$ cat src/rtl/lx32_muldiv_if.sv
// ============================================================================
// Module   : lx32_muldiv_if
// Brief    : Request/result handshake bundle for the lx32 multiply/divide unit.
// Revision : 1.0 - initial release
// ============================================================================
`default_nettype none

interface lx32_muldiv_if #(
    parameter int WIDTH = 32,
    parameter int TAG_W = 5
);
    logic             in_valid;
    logic             in_ready;
    logic [2:0]       in_op;
    logic [WIDTH-1:0] in_a;
    logic [WIDTH-1:0] in_b;
    logic [TAG_W-1:0] in_tag;
    logic             out_valid;
    logic             out_ready;
    logic [WIDTH-1:0] out_result;
    logic [TAG_W-1:0] out_tag;

    modport master (
        output in_valid, in_op, in_a, in_b, in_tag, out_ready,
        input  in_ready, out_valid, out_result, out_tag
    );

    modport slave (
        input  in_valid, in_op, in_a, in_b, in_tag, out_ready,
        output in_ready, out_valid, out_result, out_tag
    );
endinterface

`default_nettype wire

$ cat src/rtl/lx32_muldiv.sv
// ============================================================================
// Module   : lx32_muldiv
// Brief    : Iterative RV32M multiply/divide, one bit per cycle, tagged result.
//            Optional LX32_MULDIV_FASTPATH_EN short-circuits trivial operations.
// Revision : 1.0 - initial release
// ============================================================================
`default_nettype none

module lx32_muldiv #(
    parameter int WIDTH = 32,
    parameter int TAG_W = 5
) (
    input  logic         clk,
    input  logic         rst_n,
    input  logic         flush,
    lx32_muldiv_if.slave bus,
    output logic         busy
);
    localparam int c_cnt_w = $clog2(WIDTH);

    typedef enum logic [1:0] {
        ST_IDLE = 2'd0,
        ST_CALC = 2'd1,
        ST_FIX  = 2'd2,
        ST_DONE = 2'd3
    } state_t;

    state_t             state_q, state_d;
    logic [2:0]         op_q, op_d;
    logic [TAG_W-1:0]   tag_q, tag_d;
    logic [WIDTH-1:0]   hi_q, hi_d, lo_q, lo_d, b_q, b_d, result_q, result_d;
    logic [c_cnt_w-1:0] cnt_q, cnt_d;
    logic               neg_q, neg_d, negr_q, negr_d, fast_q, fast_d;

    logic               w_a_signed, w_b_signed, w_a_neg, w_b_neg, w_b_zero;
    logic [WIDTH-1:0]   w_mag_a, w_mag_b;

    assign w_a_signed = (bus.in_op == 3'd1) || (bus.in_op == 3'd2) ||
                        (bus.in_op == 3'd4) || (bus.in_op == 3'd6);
    assign w_b_signed = (bus.in_op == 3'd1) || (bus.in_op == 3'd4) || (bus.in_op == 3'd6);
    assign w_a_neg    = w_a_signed & bus.in_a[WIDTH-1];
    assign w_b_neg    = w_b_signed & bus.in_b[WIDTH-1];
    assign w_mag_a    = w_a_neg ? -bus.in_a : bus.in_a;
    assign w_mag_b    = w_b_neg ? -bus.in_b : bus.in_b;
    assign w_b_zero   = (bus.in_b == '0);

    logic             w_fast_hit;
    logic [WIDTH-1:0] w_fast_val;

`ifdef LX32_MULDIV_FASTPATH_EN
    logic w_ovf;
    assign w_ovf = ((bus.in_op == 3'd4) || (bus.in_op == 3'd6)) &&
                   (bus.in_a == {1'b1, {(WIDTH-1){1'b0}}}) && (&bus.in_b);

    always_comb begin
        w_fast_hit = 1'b0;
        w_fast_val = '0;
        if (bus.in_op[2] && w_b_zero) begin
            w_fast_hit = 1'b1;
            w_fast_val = bus.in_op[1] ? bus.in_a : '1;
        end else if (w_ovf) begin
            w_fast_hit = 1'b1;
            w_fast_val = bus.in_op[1] ? '0 : bus.in_a;
        end else if (!bus.in_op[2] && ((bus.in_a == '0) || w_b_zero)) begin
            w_fast_hit = 1'b1;
        end
    end
`else
    assign w_fast_hit = 1'b0;
    assign w_fast_val = '0;
`endif

    // hi/lo double as product accumulator/multiplier and remainder/quotient.
    logic [WIDTH:0]   w_mul_sum, w_div_tmp;
    logic [WIDTH+1:0] w_div_diff;

    assign w_mul_sum  = {1'b0, hi_q} + (lo_q[0] ? {1'b0, b_q} : {(WIDTH+1){1'b0}});
    assign w_div_tmp  = {hi_q, lo_q[WIDTH-1]};
    assign w_div_diff = {1'b0, w_div_tmp} - {2'b00, b_q};

    logic [2*WIDTH-1:0] w_prod;
    logic [WIDTH-1:0]   w_quo, w_rem, w_fix_val;

    assign w_prod = neg_q  ? -{hi_q, lo_q} : {hi_q, lo_q};
    assign w_quo  = neg_q  ? -lo_q : lo_q;
    assign w_rem  = negr_q ? -hi_q : hi_q;

    always_comb begin
        w_fix_val = w_rem;
        case (op_q)
            3'd0:                w_fix_val = w_prod[WIDTH-1:0];
            3'd1, 3'd2, 3'd3:    w_fix_val = w_prod[2*WIDTH-1:WIDTH];
            3'd4, 3'd5:          w_fix_val = w_quo;
            default:             w_fix_val = w_rem;
        endcase
    end

    always_comb begin
        state_d  = state_q;
        op_d     = op_q;
        tag_d    = tag_q;
        hi_d     = hi_q;
        lo_d     = lo_q;
        b_d      = b_q;
        cnt_d    = cnt_q;
        neg_d    = neg_q;
        negr_d   = negr_q;
        fast_d   = fast_q;
        result_d = result_q;
        case (state_q)
            ST_IDLE: begin
                if (bus.in_valid) begin
                    op_d   = bus.in_op;
                    tag_d  = bus.in_tag;
                    hi_d   = '0;
                    lo_d   = w_mag_a;
                    b_d    = w_mag_b;
                    cnt_d  = '0;
                    // A zero divisor keeps the all-ones quotient unsigned.
                    neg_d  = (w_a_neg ^ w_b_neg) & ~w_b_zero;
                    negr_d = w_a_neg;
                    fast_d = w_fast_hit;
                    if (w_fast_hit) begin
                        result_d = w_fast_val;
                        state_d  = ST_FIX;
                    end else begin
                        state_d  = ST_CALC;
                    end
                end
            end
            ST_CALC: begin
                if (op_q[2]) begin
                    hi_d = w_div_diff[WIDTH+1] ? w_div_tmp[WIDTH-1:0] : w_div_diff[WIDTH-1:0];
                    lo_d = {lo_q[WIDTH-2:0], ~w_div_diff[WIDTH+1]};
                end else begin
                    hi_d = w_mul_sum[WIDTH:1];
                    lo_d = {w_mul_sum[0], lo_q[WIDTH-1:1]};
                end
                cnt_d = cnt_q + c_cnt_w'(1);
                if (cnt_q == c_cnt_w'(WIDTH-1)) begin
                    state_d = ST_FIX;
                end
            end
            ST_FIX: begin
                if (!fast_q) begin
                    result_d = w_fix_val;
                end
                state_d = ST_DONE;
            end
            ST_DONE: begin
                if (bus.out_ready) begin
                    state_d = ST_IDLE;
                end
            end
            default: state_d = ST_IDLE;
        endcase
        if (flush) begin
            state_d = ST_IDLE;
        end
    end

    always_ff @(posedge clk or negedge rst_n) begin
        if (!rst_n) begin
            state_q  <= ST_IDLE;
            op_q     <= '0;
            tag_q    <= '0;
            hi_q     <= '0;
            lo_q     <= '0;
            b_q      <= '0;
            cnt_q    <= '0;
            neg_q    <= 1'b0;
            negr_q   <= 1'b0;
            fast_q   <= 1'b0;
            result_q <= '0;
        end else begin
            state_q  <= state_d;
            op_q     <= op_d;
            tag_q    <= tag_d;
            hi_q     <= hi_d;
            lo_q     <= lo_d;
            b_q      <= b_d;
            cnt_q    <= cnt_d;
            neg_q    <= neg_d;
            negr_q   <= negr_d;
            fast_q   <= fast_d;
            result_q <= result_d;
        end
    end

    assign bus.in_ready   = (state_q == ST_IDLE);
    assign bus.out_valid  = (state_q == ST_DONE);
    assign bus.out_result = result_q;
    assign bus.out_tag    = tag_q;
    assign busy           = (state_q != ST_IDLE);
endmodule

`default_nettype wire
$ cat src/flat_wrapper.sv
// flat-port wrapper written by rule: the top's interface ports become plain ports
module lx32_muldiv_flat 
#(
    parameter int WIDTH = 32,
    parameter int TAG_W = 5
)
  (clk, rst_n, flush, busy, bus_in_valid, bus_in_op, bus_in_a, bus_in_b, bus_in_tag, bus_out_ready, bus_in_ready, bus_out_valid, bus_out_result, bus_out_tag);
  lx32_muldiv_if #(.WIDTH(WIDTH), .TAG_W(TAG_W)) bus_i ();
  input  logic clk;
  input  logic rst_n;
  input  logic flush;
  output logic busy;
  input wire logic [$bits(bus_i.in_valid)-1:0] bus_in_valid;
  input wire logic [$bits(bus_i.in_op)-1:0] bus_in_op;
  input wire logic [$bits(bus_i.in_a)-1:0] bus_in_a;
  input wire logic [$bits(bus_i.in_b)-1:0] bus_in_b;
  input wire logic [$bits(bus_i.in_tag)-1:0] bus_in_tag;
  input wire logic [$bits(bus_i.out_ready)-1:0] bus_out_ready;
  output wire logic [$bits(bus_i.in_ready)-1:0] bus_in_ready;
  output wire logic [$bits(bus_i.out_valid)-1:0] bus_out_valid;
  output wire logic [$bits(bus_i.out_result)-1:0] bus_out_result;
  output wire logic [$bits(bus_i.out_tag)-1:0] bus_out_tag;
  assign bus_i.in_valid = bus_in_valid;
  assign bus_i.in_op = bus_in_op;
  assign bus_i.in_a = bus_in_a;
  assign bus_i.in_b = bus_in_b;
  assign bus_i.in_tag = bus_in_tag;
  assign bus_i.out_ready = bus_out_ready;
  assign bus_in_ready = bus_i.in_ready;
  assign bus_out_valid = bus_i.out_valid;
  assign bus_out_result = bus_i.out_result;
  assign bus_out_tag = bus_i.out_tag;
  lx32_muldiv #(.WIDTH(WIDTH), .TAG_W(TAG_W)) u_core (.clk(clk), .rst_n(rst_n), .flush(flush), .bus(bus_i), .busy(busy));
endmodule
$ cat config.mk
export PLATFORM = sky130hd
export DESIGN_NAME = lx32_muldiv_flat
export DESIGN_NICKNAME = d
export VERILOG_FILES = /design/src/rtl/lx32_muldiv_if.sv /design/src/rtl/lx32_muldiv.sv /design/src/flat_wrapper.sv
export SDC_FILE = /design/constraint.sdc
export NUM_CORES = 1
export LEC_CHECK = 0
export BUFFER_PORTS_ARGS = -buffer_cell sky130_fd_sc_hd__buf_2
export CELL_PAD_IN_SITES_DETAIL_PLACEMENT = 0
export CELL_PAD_IN_SITES_GLOBAL_PLACEMENT = 2
export CORE_MARGIN = 1.5
export CORE_UTILIZATION = 33
export DETAILED_ROUTE_END_ITERATION = 7
export PLACE_DENSITY = 0.77
export SLEW_MARGIN = 20
export SYNTH_ARGS = -nofsm -noshare
export SYNTH_HDL_FRONTEND = slang
export SYNTH_SLANG_ARGS = --single-unit
$ cat constraint.sdc
create_clock -name clk -period 3.9 [get_ports clk]
set_input_delay 0.195 -clock clk [delete_from_list [all_inputs] [get_ports clk]]
set_output_delay 0.195 -clock clk [all_outputs]
set_load 0.05 [all_outputs]
# Yosys cells after proc, flatten, opt, wreduce, memory -nomap -nowiden
# Cells that the tools add are included.
[totals]
regBits = 145
wordCells = 77
input_bits = 77
out_inout_bits = 40
[classes]
n_reduce_logical = 15
mux = 21
add_sub_neg = 8
bitwise = 6
n_eq_ne = 17
[ops]
columns = ["cell", "count"]
rows = [
  ["$mux 32", 10],
  ["$neg 32->32", 4],
  ["$pmux 32 s2", 2],
  ["$pmux 32 s3", 1],
  ["$mux 64", 1],
  ["$neg 64->64", 1],
  ["$sub 33x32->34", 1],
  ["$add 32x33->33", 1],
  ["$logic_not 32->1", 1],
  ["$eq 3x3->1 const B", 4],
  ["$pmux 5 s2", 1],
  ["$eq 3x2->1 const B", 3],
  ["$mux 2", 4],
  ["$pmux 2 s4", 1],
  ["$eq 3x1->1 const B", 2],
  ["$ne 3x3->1 const B", 2],
  ["$add 5x1->5 const B", 1],
  ["$eq 5x5->1 const B", 1],
  ["$logic_or 1x1->1", 5],
  ["$mux 5", 1],
  ["$eq 2x2->1 const B", 2],
  ["$reduce_and 2->1", 2],
  ["$reduce_bool 2->1", 2],
  ["$and 1x1->1", 3],
  ["10 further kinds", 11],
]

# Depth between registers and ports, before layout
# Gate-level depths: netlist of the first run.
[logic_depth]
word_depth = 8
mapped_depth = 14
mapped_depth_nobuf = 13

# Worst setup path before layout of the first run
# OpenSTA, ideal clock, no wires.
[synth_timing]
path_type = "register to register"
from = "reg u_core.hi_q[1]"
to = "reg u_core.result_q[24], in the netlist u_core.bus.out_result[24]"
n_path_buf = 1
stages_incl_launch_ff = 13
required_time_ns = 3.775
synth_period_minus_slack_ns = 3.744
setup_ns = 0.125
t_arrival_ns = 3.619
slack_ns = 0.156
cell_sequence = "dfrtp_1 > inv_1 > ha_1 > or3b_1 > or4_1 > buf_2 > or4_4 > or3_4 > or4b_4 > o21ai_2 > xor2_1 > a222oi_1 > mux2_2"
[synth_via]
elab_chain_len = 3
elab_cells_between_ends = 5
classes_between = "add/sub: 2; mux: 3"
[synth_rtl]
columns = ["item", "line", "rtl"]
rows = [
  ["start: declaration", "lx32_muldiv.sv:31", "logic [WIDTH-1:0] hi_q, hi_d, lo_q, lo_d, b_q, b_d, result_q, result_d;"],
  ["start signal: assignment", "lx32_muldiv.sv:179", "hi_q <= hi_d;"],
  ["$neg 64->64 or $neg 32->32 (tied branches)", "lx32_muldiv.sv:84, lx32_muldiv.sv:86", ""],
  ["$mux 64 or $mux 32 (tied branches)", "lx32_muldiv.sv:84, lx32_muldiv.sv:86", ""],
  ["$pmux 32 s3 *", "lx32_muldiv.sv:90", "case (op_q)"],
  ["end signal: assignment", "lx32_muldiv.sv:186", "result_q <= result_d;"],
  ["end: declaration", "lx32_muldiv.sv:31", ""],
]
# Every way passes the cells marked *; elsewhere a longest branch is shown, timed or not.
# A chain may end at the register's enable or synchronous reset.

# Worst setup path in the final report of the first run
[layout_timing]
from = "reg u_core.hi_q[0]"
to = "reg u_core.result_q[24], in the netlist u_core.bus.out_result[24]"
# Same word-level chain as after synthesis.

==> results of run 1 <==
registers in the layout, summed over array words and instances, names as in the netlist:
register               cells
u_core.b_q                32
u_core.bus.out_result     32
u_core.bus.out_tag         5
u_core.cnt_q               5
u_core.hi_q               32
u_core.lo_q               32
u_core.neg_q               1
u_core.negr_q              1
u_core.op_q                3
u_core.state_q             2
path summary, 6_finish.rpt:
check / to / from
max: u_core.bus.out_result[24] / u_core.hi_q[0]
min: u_core.op_q[1] / bus_in_op[1]
max reg2reg: u_core.bus.out_result[24] / u_core.hi_q[0]
min reg2reg: u_core.b_q[25] / u_core.b_q[25]
max in group asynchronous: u_core.b_q[16] / rst_n
min in group asynchronous: u_core.bus.out_result[10] / rst_n
final cells by class:
| cell class | instances | share of cell area [%] |
|---|---|---|
| well taps | 532 | 4.20 |
| inverters | 67 | 1.59 |
| clock inverters | 12 | 0.996 |
| clock buffers | 20 | 2.82 |
| repair buffers | 187 | 7.34 |
| multi-input cells | 1484 | 60.1 |
| flip-flops and latches | 145 | 22.9 |
power by group through the flow:
| stage | clock [mW] | sequential (mW) | combinational, mW |
|---|---|---|---|
| after detailed placement | 0 | 3.12 | 12.1 |
| after global routing | 1.85 | 3.23 | 13.4 |
| after floorplan | 0 | 3.40 | 8.02 |
| final | 1.76 | 3.11 | 12.3 |
| after CTS | 1.80 | 3.10 | 12.1 |
| after global placement | 0 | 3.09 | 12.1 |
worst max-delay path, delay by kind of cell, from the launching register on:
kind / cells / cell delay (ns)
AND/OR/NAND/NOR: 5 / 2.28
flip-flops: 1 / 0.38
multiplexers: 1 / 0.30
AO/OA/AOI/OAI: 2 / 0.24
adder cells (fa/ha/maj): 1 / 0.18
XOR/XNOR: 1 / 0.16
buffers and inverters: 1 / 0.08
synthesized netlist by cell type (13+ instances only):
master	instances	area (um^2)
mux2_2	14	158
o21ai_0	211	1060
nand3_1	22	110
nand2_1	214	803
ha_1	74	926
a21oi_1	143	716
dfrtp_1	145	3630
xor2_1	103	902
a22oi_1	19	143
o211ai_1	17	128
a21o_1	32	240
nand2b_1	16	100
or4_1	14	105
a31oi_1	13	81.3
clkbuf_1	108	405
nor3_1	25	125
o31ai_1	24	180
o22ai_1	15	93.8
xnor2_1	99	867
or3_1	27	169
inv_1	66	248
mux2i_1	40	400
nor2_1	175	657
nand4_1	15	93.8
per-stage QoR:
step / setup WS [ns] / instances / hold WS (ns) / instance area, um^2
CTS: 0.174 / 2447 / 0.0140 / 15800
floorplan: 0.156 / 1818 / -0.101 / 13800
global placement: 0.211 / 2408 / 0.314 / 15200
global route: 0.0403 / 2447 / 0.0230 / 15800
detailed placement: 0.199 / 2408 / 0.312 / 15200
finish: 0.157 / 2447 / 0.0364 / 15800
per-layer routing:
metal	global-route usage (%)	share of wire, %	vias to the layer above
li1	-	-	6665
met2	34.7	42	460
met3	4.80	7.0	57
met1	34.4	49	6498
met5	0	0.026	-
met4	7.85	2.6	2
kinds of logic after synthesis:
kind of cell    Yosys count
fa+ha+maj                76
compound gates          585
xor+xnor                202
mux                      54
flops                   145
simple gates            567
buf+inv                 189
what timing repair did:
item / 4_1_cts / 5_1_grt
hold buffers: 7 / 0
setup endpoints to repair: 0 / 2
endpoints found under the hold margin: 90 / 0
setup buffers: 0 / 0
gates resized for setup: 0 / 2
==> run_results.csv, run 1 <==
group,metric,value,unit
grt,grt_first_pass_wirelength,79500,um
pwr,p_comb_share,71.6,%
clock_tree,cts.sinks,145,
grt,grt_overflow,0,
place,port_buffers,116,
worst_setup_path,arrival,4.08,ns
worst_setup_path,crit_slowest_cell,"or4_1",
clock_tree,ctsLongestPathBuffers,2,
floorplan,rows,74,
routing,drt_first_pass_iters,6,
floorplan,start_util,33.6,%
yosys,yosys.area_share.simple,18.8,%
clock_tree,cts-buffers-inserted,17,
grt,grt.total_usage,23.7,%
yosys,synthArstFlopShare,100,%
routing,ant_nets,0,
yosys,netlist_area,13800,um^2
timing,slew_headroom,30.0,%
routing,vias,13700,
pwr,pwr-share-seq,18.1,%
yosys,synthCells,1818,
routing,drc,0,
yosys,avgSynthCellArea,7.61,um^2
floorplan,die_area,43200,um^2
yosys,synthAdderAreaFrac,6.98,%
layout,layout-drive-gt1-share,13.2,%
worst_hold_path,hold_depth,2,
worst_setup_path,slowest_delay,0.54,ns
yosys,synth-compound-area-share,26.0,%
routing,drt-initial-drc-count,1196,
pwr,p_clk_share,10.3,%
timing,setup_tns,0,ns
floorplan,io_pins,117,
routing,routed_wl,50900,um
timing,worst_slew_pin_slew,1.05,ns
layout,fin_util,38.5,%
layout,mostFrequentLayoutCell,"nand2_1",
run_status,outcome,"completed",
timing,fmax,267,MHz
worst_setup_path,r2r_cells,11,
worst_setup_path,end_kind,"flip-flop",
timing,hold_viol,0,
yosys,synth_top_family_by_area,"compound AO/OA/AOI/OAI gates",
yosys,synth-edff-count,0,
clock_tree,cts_tree,"built",
grt,grt_max_degree,89,
layout,multi_input_area,9520,um^2
timing,fin_skew,0.0137,ns
floorplan,die_height,208,um
run,drv_cap,0,
timing,grt_setup_unrepaired,"no",
layout,seq_area,3630,um^2
worst_setup_path,r2r_slack,0.16,ns
layout,final_cell_mix,"nand2_1 (213), o21ai_0 (210), nor2_1 (175)",
routing,wl_per_cell,20.8,um
clock_tree,clk_pin_slew,0.07,ns
yosys,synth-seq-cells,145,
worst_setup_path,crit_chain,"inv_1 -> ha_1 -> or3b_1 -> or4_1 -> or4_4 -> or3_4 -> or4b_4 -> o21ai_2 -> xor2_1 -> a222oi_1 -> mux2_2",
layout,syn_to_final_growth,14.4,%
worst_setup_path,path_max_fanout,4,
grt,antenna_found_initial,1,
floorplan,core_area,41100,um^2
pwr,switching_power,9.50,mW
layout,filler_cell_count,4364,
yosys,ys_warn_count,0,
clock_tree,cts_root_buf,"clkbuf_16",
pwr,switching_share,55.4,%
pwr,leakagePower,7.04,nW
yosys,seq_area_frac_synth,26.2,%
place,gp_congestion,0.908,
timing,setup_viol,0,
pwr,p_total,17.1,mW
worst_setup_path,critPathKind,"flip-flop to flip-flop",
timing,maxSlewViolCount,0,
place,hpwl,39000,um
grt,first_global_vias,13300,
yosys,muxShareOfSynthArea,4.03,%
pwr,powerDensity,1080,nW/um^2
pwr,peakVddDrop,0.000529,V
clock_tree,clock_latency,0.45,ns
pwr,p_int,7.63,mW
floorplan,die_x,208,um
yosys,yosys.area_share.xor_xnor,12.8,%
routing,via_per_inst,5.59,
yosys,synth_cell_types,74,
yosys,syn-num-nets,1971,
worst_setup_path,setup.worst_path.start_class,"flip-flop",
yosys,synthFlopType,"dfrtp_1",
timing,period_share,96.0,%
timing,period_minus_slack,3.74,ns
worst_hold_path,hp-class,"input port to flip-flop",
layout,nets,2055,
clock_tree,h-tree-depth,4,
worst_setup_path,cp.required,4.24,ns
layout,diodes,0,
(Power assumes the default switching activity.)
==> run 2: changes to the inputs <==
- PLACE_DENSITY: 0.77 -> 0.89
==> run 2 against run 1 <==
Effect of this change:
- fmax rose by 1.8%
- worst hold slack got worse by 0.011 ns
- sequential cell count did not move
- register-to-register slack improved by 0.06 ns
- setup slack improved by 0.065 ns
- first-iteration DRC count fell by 6.9%
- non-clock buffer count rose by 3
- count of clock-buffer cells in the layout fell by 1
- routed wire length fell by 2.0%
- via count rose by 1.2%
- clock skew rose by 0.00079 ns
- sequential share of layout area barely moved
- critical endpoint unchanged
- highest routed layer unchanged
==> run_results.csv, run 2 (synthesis gave the netlist of run 1 again) <==
group,metric,value,unit
floorplan,die_height,208,um
worst_hold_path,min-delay-start,"bus_in_op[1]",
clock_tree,cts.sinks,145,
worst_setup_path,end_kind,"flip-flop",
timing,slew_headroom,36.7,%
layout,final_cell_mix,"nand2_1 (213), o21ai_0 (211), nor2_1 (175)",
grt,antenna_found_initial,3,
routing,via_per_inst,5.65,
routing,vias,13900,
worst_setup_path,r2r_end,"u_core.bus.out_result[24]",
worst_setup_path,setup.worst_path.start_class,"flip-flop",
worst_hold_path,hp-class,"input port to flip-flop",
grt,grt_first_pass_wirelength,78100,um
run_status,outcome,"completed",
timing,holdWs,0.0258,ns
clock_tree,ctsLongestPathBuffers,2,
routing,drt-initial-drc-count,1113,
grt,grt.total_usage,23.0,%
layout,mostFrequentLayoutCell,"nand2_1",
place,gp_congestion,0.977,
routing,wl_per_cell,20.4,um
layout,layout-drive-gt1-share,13.4,%
timing,period_minus_slack,3.68,ns
worst_setup_path,rr_startpoint,"u_core.hi_q[1]",
worst_setup_path,critPathKind,"flip-flop to flip-flop",
worst_setup_path,path_max_fanout,4,
floorplan,core_area,41100,um^2
clock_tree,clock_latency,0.45,ns
timing,grt_setup_unrepaired,"no",
clock_tree,clk_pin_slew,0.07,ns
timing,setup_viol,0,
grt,grt_overflow,0,
timing,hold_viol,0,
timing,worst_slew_pin_slew,0.947,ns
layout,diodes,0,
clock_tree,cts_setup_buffers,0,
clock_tree,cts_root_buf,"clkbuf_16",
worst_hold_path,hold_depth,2,
routing,ant_nets,0,
worst_hold_path,holdPathEnd,"u_core.op_q[1]",
run,drv_cap,0,
timing,fmax,272,MHz
routing,drc,0,
timing,period_share,94.3,%
routing,drt_first_pass_iters,8,
grt,first_global_vias,13300,
worst_setup_path,r2r_cells,11,
worst_setup_path,arrival,4.02,ns
worst_setup_path,cp.required,4.24,ns
place,placedCellCount,2411,
place,port_buffers,116,
layout,layoutNonFillerInstCount,2450,
grt,grt_max_degree,94,
clock_tree,h-tree-depth,4,
floorplan,rows,74,
floorplan,die_x,208,um
floorplan,die_area,43200,um^2
routing,routed_wl,49900,um
worst_setup_path,r2r_slack,0.22,ns
timing,setup_tns,0,ns
floorplan,start_util,33.6,%
clock_tree,cts_tree,"built",
layout,nets,2058,
place,hpwl,38600,um
timing,fin_skew,0.0145,ns
timing,maxSlewViolCount,0,
layout,syn_to_final_growth,14.5,%
clock_tree,cts-buffers-inserted,17,
floorplan,io_pins,117,
==> run 2: cell count changes in the layout (fill, tap and decap cells not counted) <==
| cell | change |
|---|---|
| a2111oi_0 | +1 |
| a2111oi_1 | -1 |
| a221oi_1 | -1 |
| a221oi_2 | +1 |
| buf_4 | +3 |
| bufinv_16 | -1 |
| clkbuf_1 | -1 |
| clkinv_2 | +4 |
| clkinv_4 | +3 |
| clkinvlp_4 | -5 |
| o21ai_0 | +1 |
| o21ai_1 | -1 |
==> run 2: worst max-delay path by stage <==
stage	startpoint	end	slack [ns]	depth (start not counted)
6_report	u_core.hi_q[1]	u_core.bus.out_result[24]	0.22	11
3_3_place_gp	u_core.hi_q[0]	u_core.bus.out_result[24]	0.27	11
3_5_place_dp	u_core.hi_q[1]	u_core.bus.out_result[24]	0.24	11
5_1_grt	u_core.lo_q[0]	u_core.hi_q[30]	0.05	14
4_1_cts	u_core.hi_q[1]	u_core.bus.out_result[24]	0.24	11
2_1_floorplan	u_core.hi_q[1]	u_core.bus.out_result[24]	0.16	12
==> run 2: area by class of cell <==
cell class	instances	area [um^2]
multi-input cells	1484	9520
clock buffers	19	443
inverters	67	251
fillers	4372	25300
flip-flops and latches	145	3630
well taps	532	666
repair buffers	190	1180
clock inverters	13	136
==> run 2: layer usage <==
metal  routed length [um]  GRT usage [%]
met4                 1730           9.44
met1                24000           33.1
met5                   43              0
met3                 3510           5.25
met2                20600           33.1
==> run 2: through the flow <==
| step | setup WS (ns) | cell area [um^2] | utilization, % |
|---|---|---|---|
| 2_1_floorplan | 0.156 | 13800 | - |
| 3_3_place_gp | 0.274 | 15200 | 36.9 |
| 3_5_place_dp | 0.242 | 15200 | 36.9 |
| 4_1_cts | 0.239 | 15800 | 38.5 |
| 5_1_grt | 0.0532 | 15800 | 38.5 |
| 6_report | 0.222 | 15800 | 38.5 |
==> run 2: worst max-delay path: stages (launching register included) <==
cell and delay [ns]:
dfrtp_1 0.38, inv_1 0.08, ha_1 0.18, or3b_1 0.40
or4_1 0.51, or4_4 0.44, or3_4 0.35, or4b_4 0.54
o21ai_2 0.13, xor2_1 0.16, a222oi_1 0.10, mux2_2 0.30
==> run 2: timing repair <==
item	4_1_cts	5_1_grt
gates resized for setup	0	1
hold endpoints to repair	98	0
hold buffers	7	0
endpoints found under the setup margin	0	3
Power of run 2 is left out: the tool's default activity adds up to more than one toggle a clock period on the data nets, which glitch-free logic cannot reach.
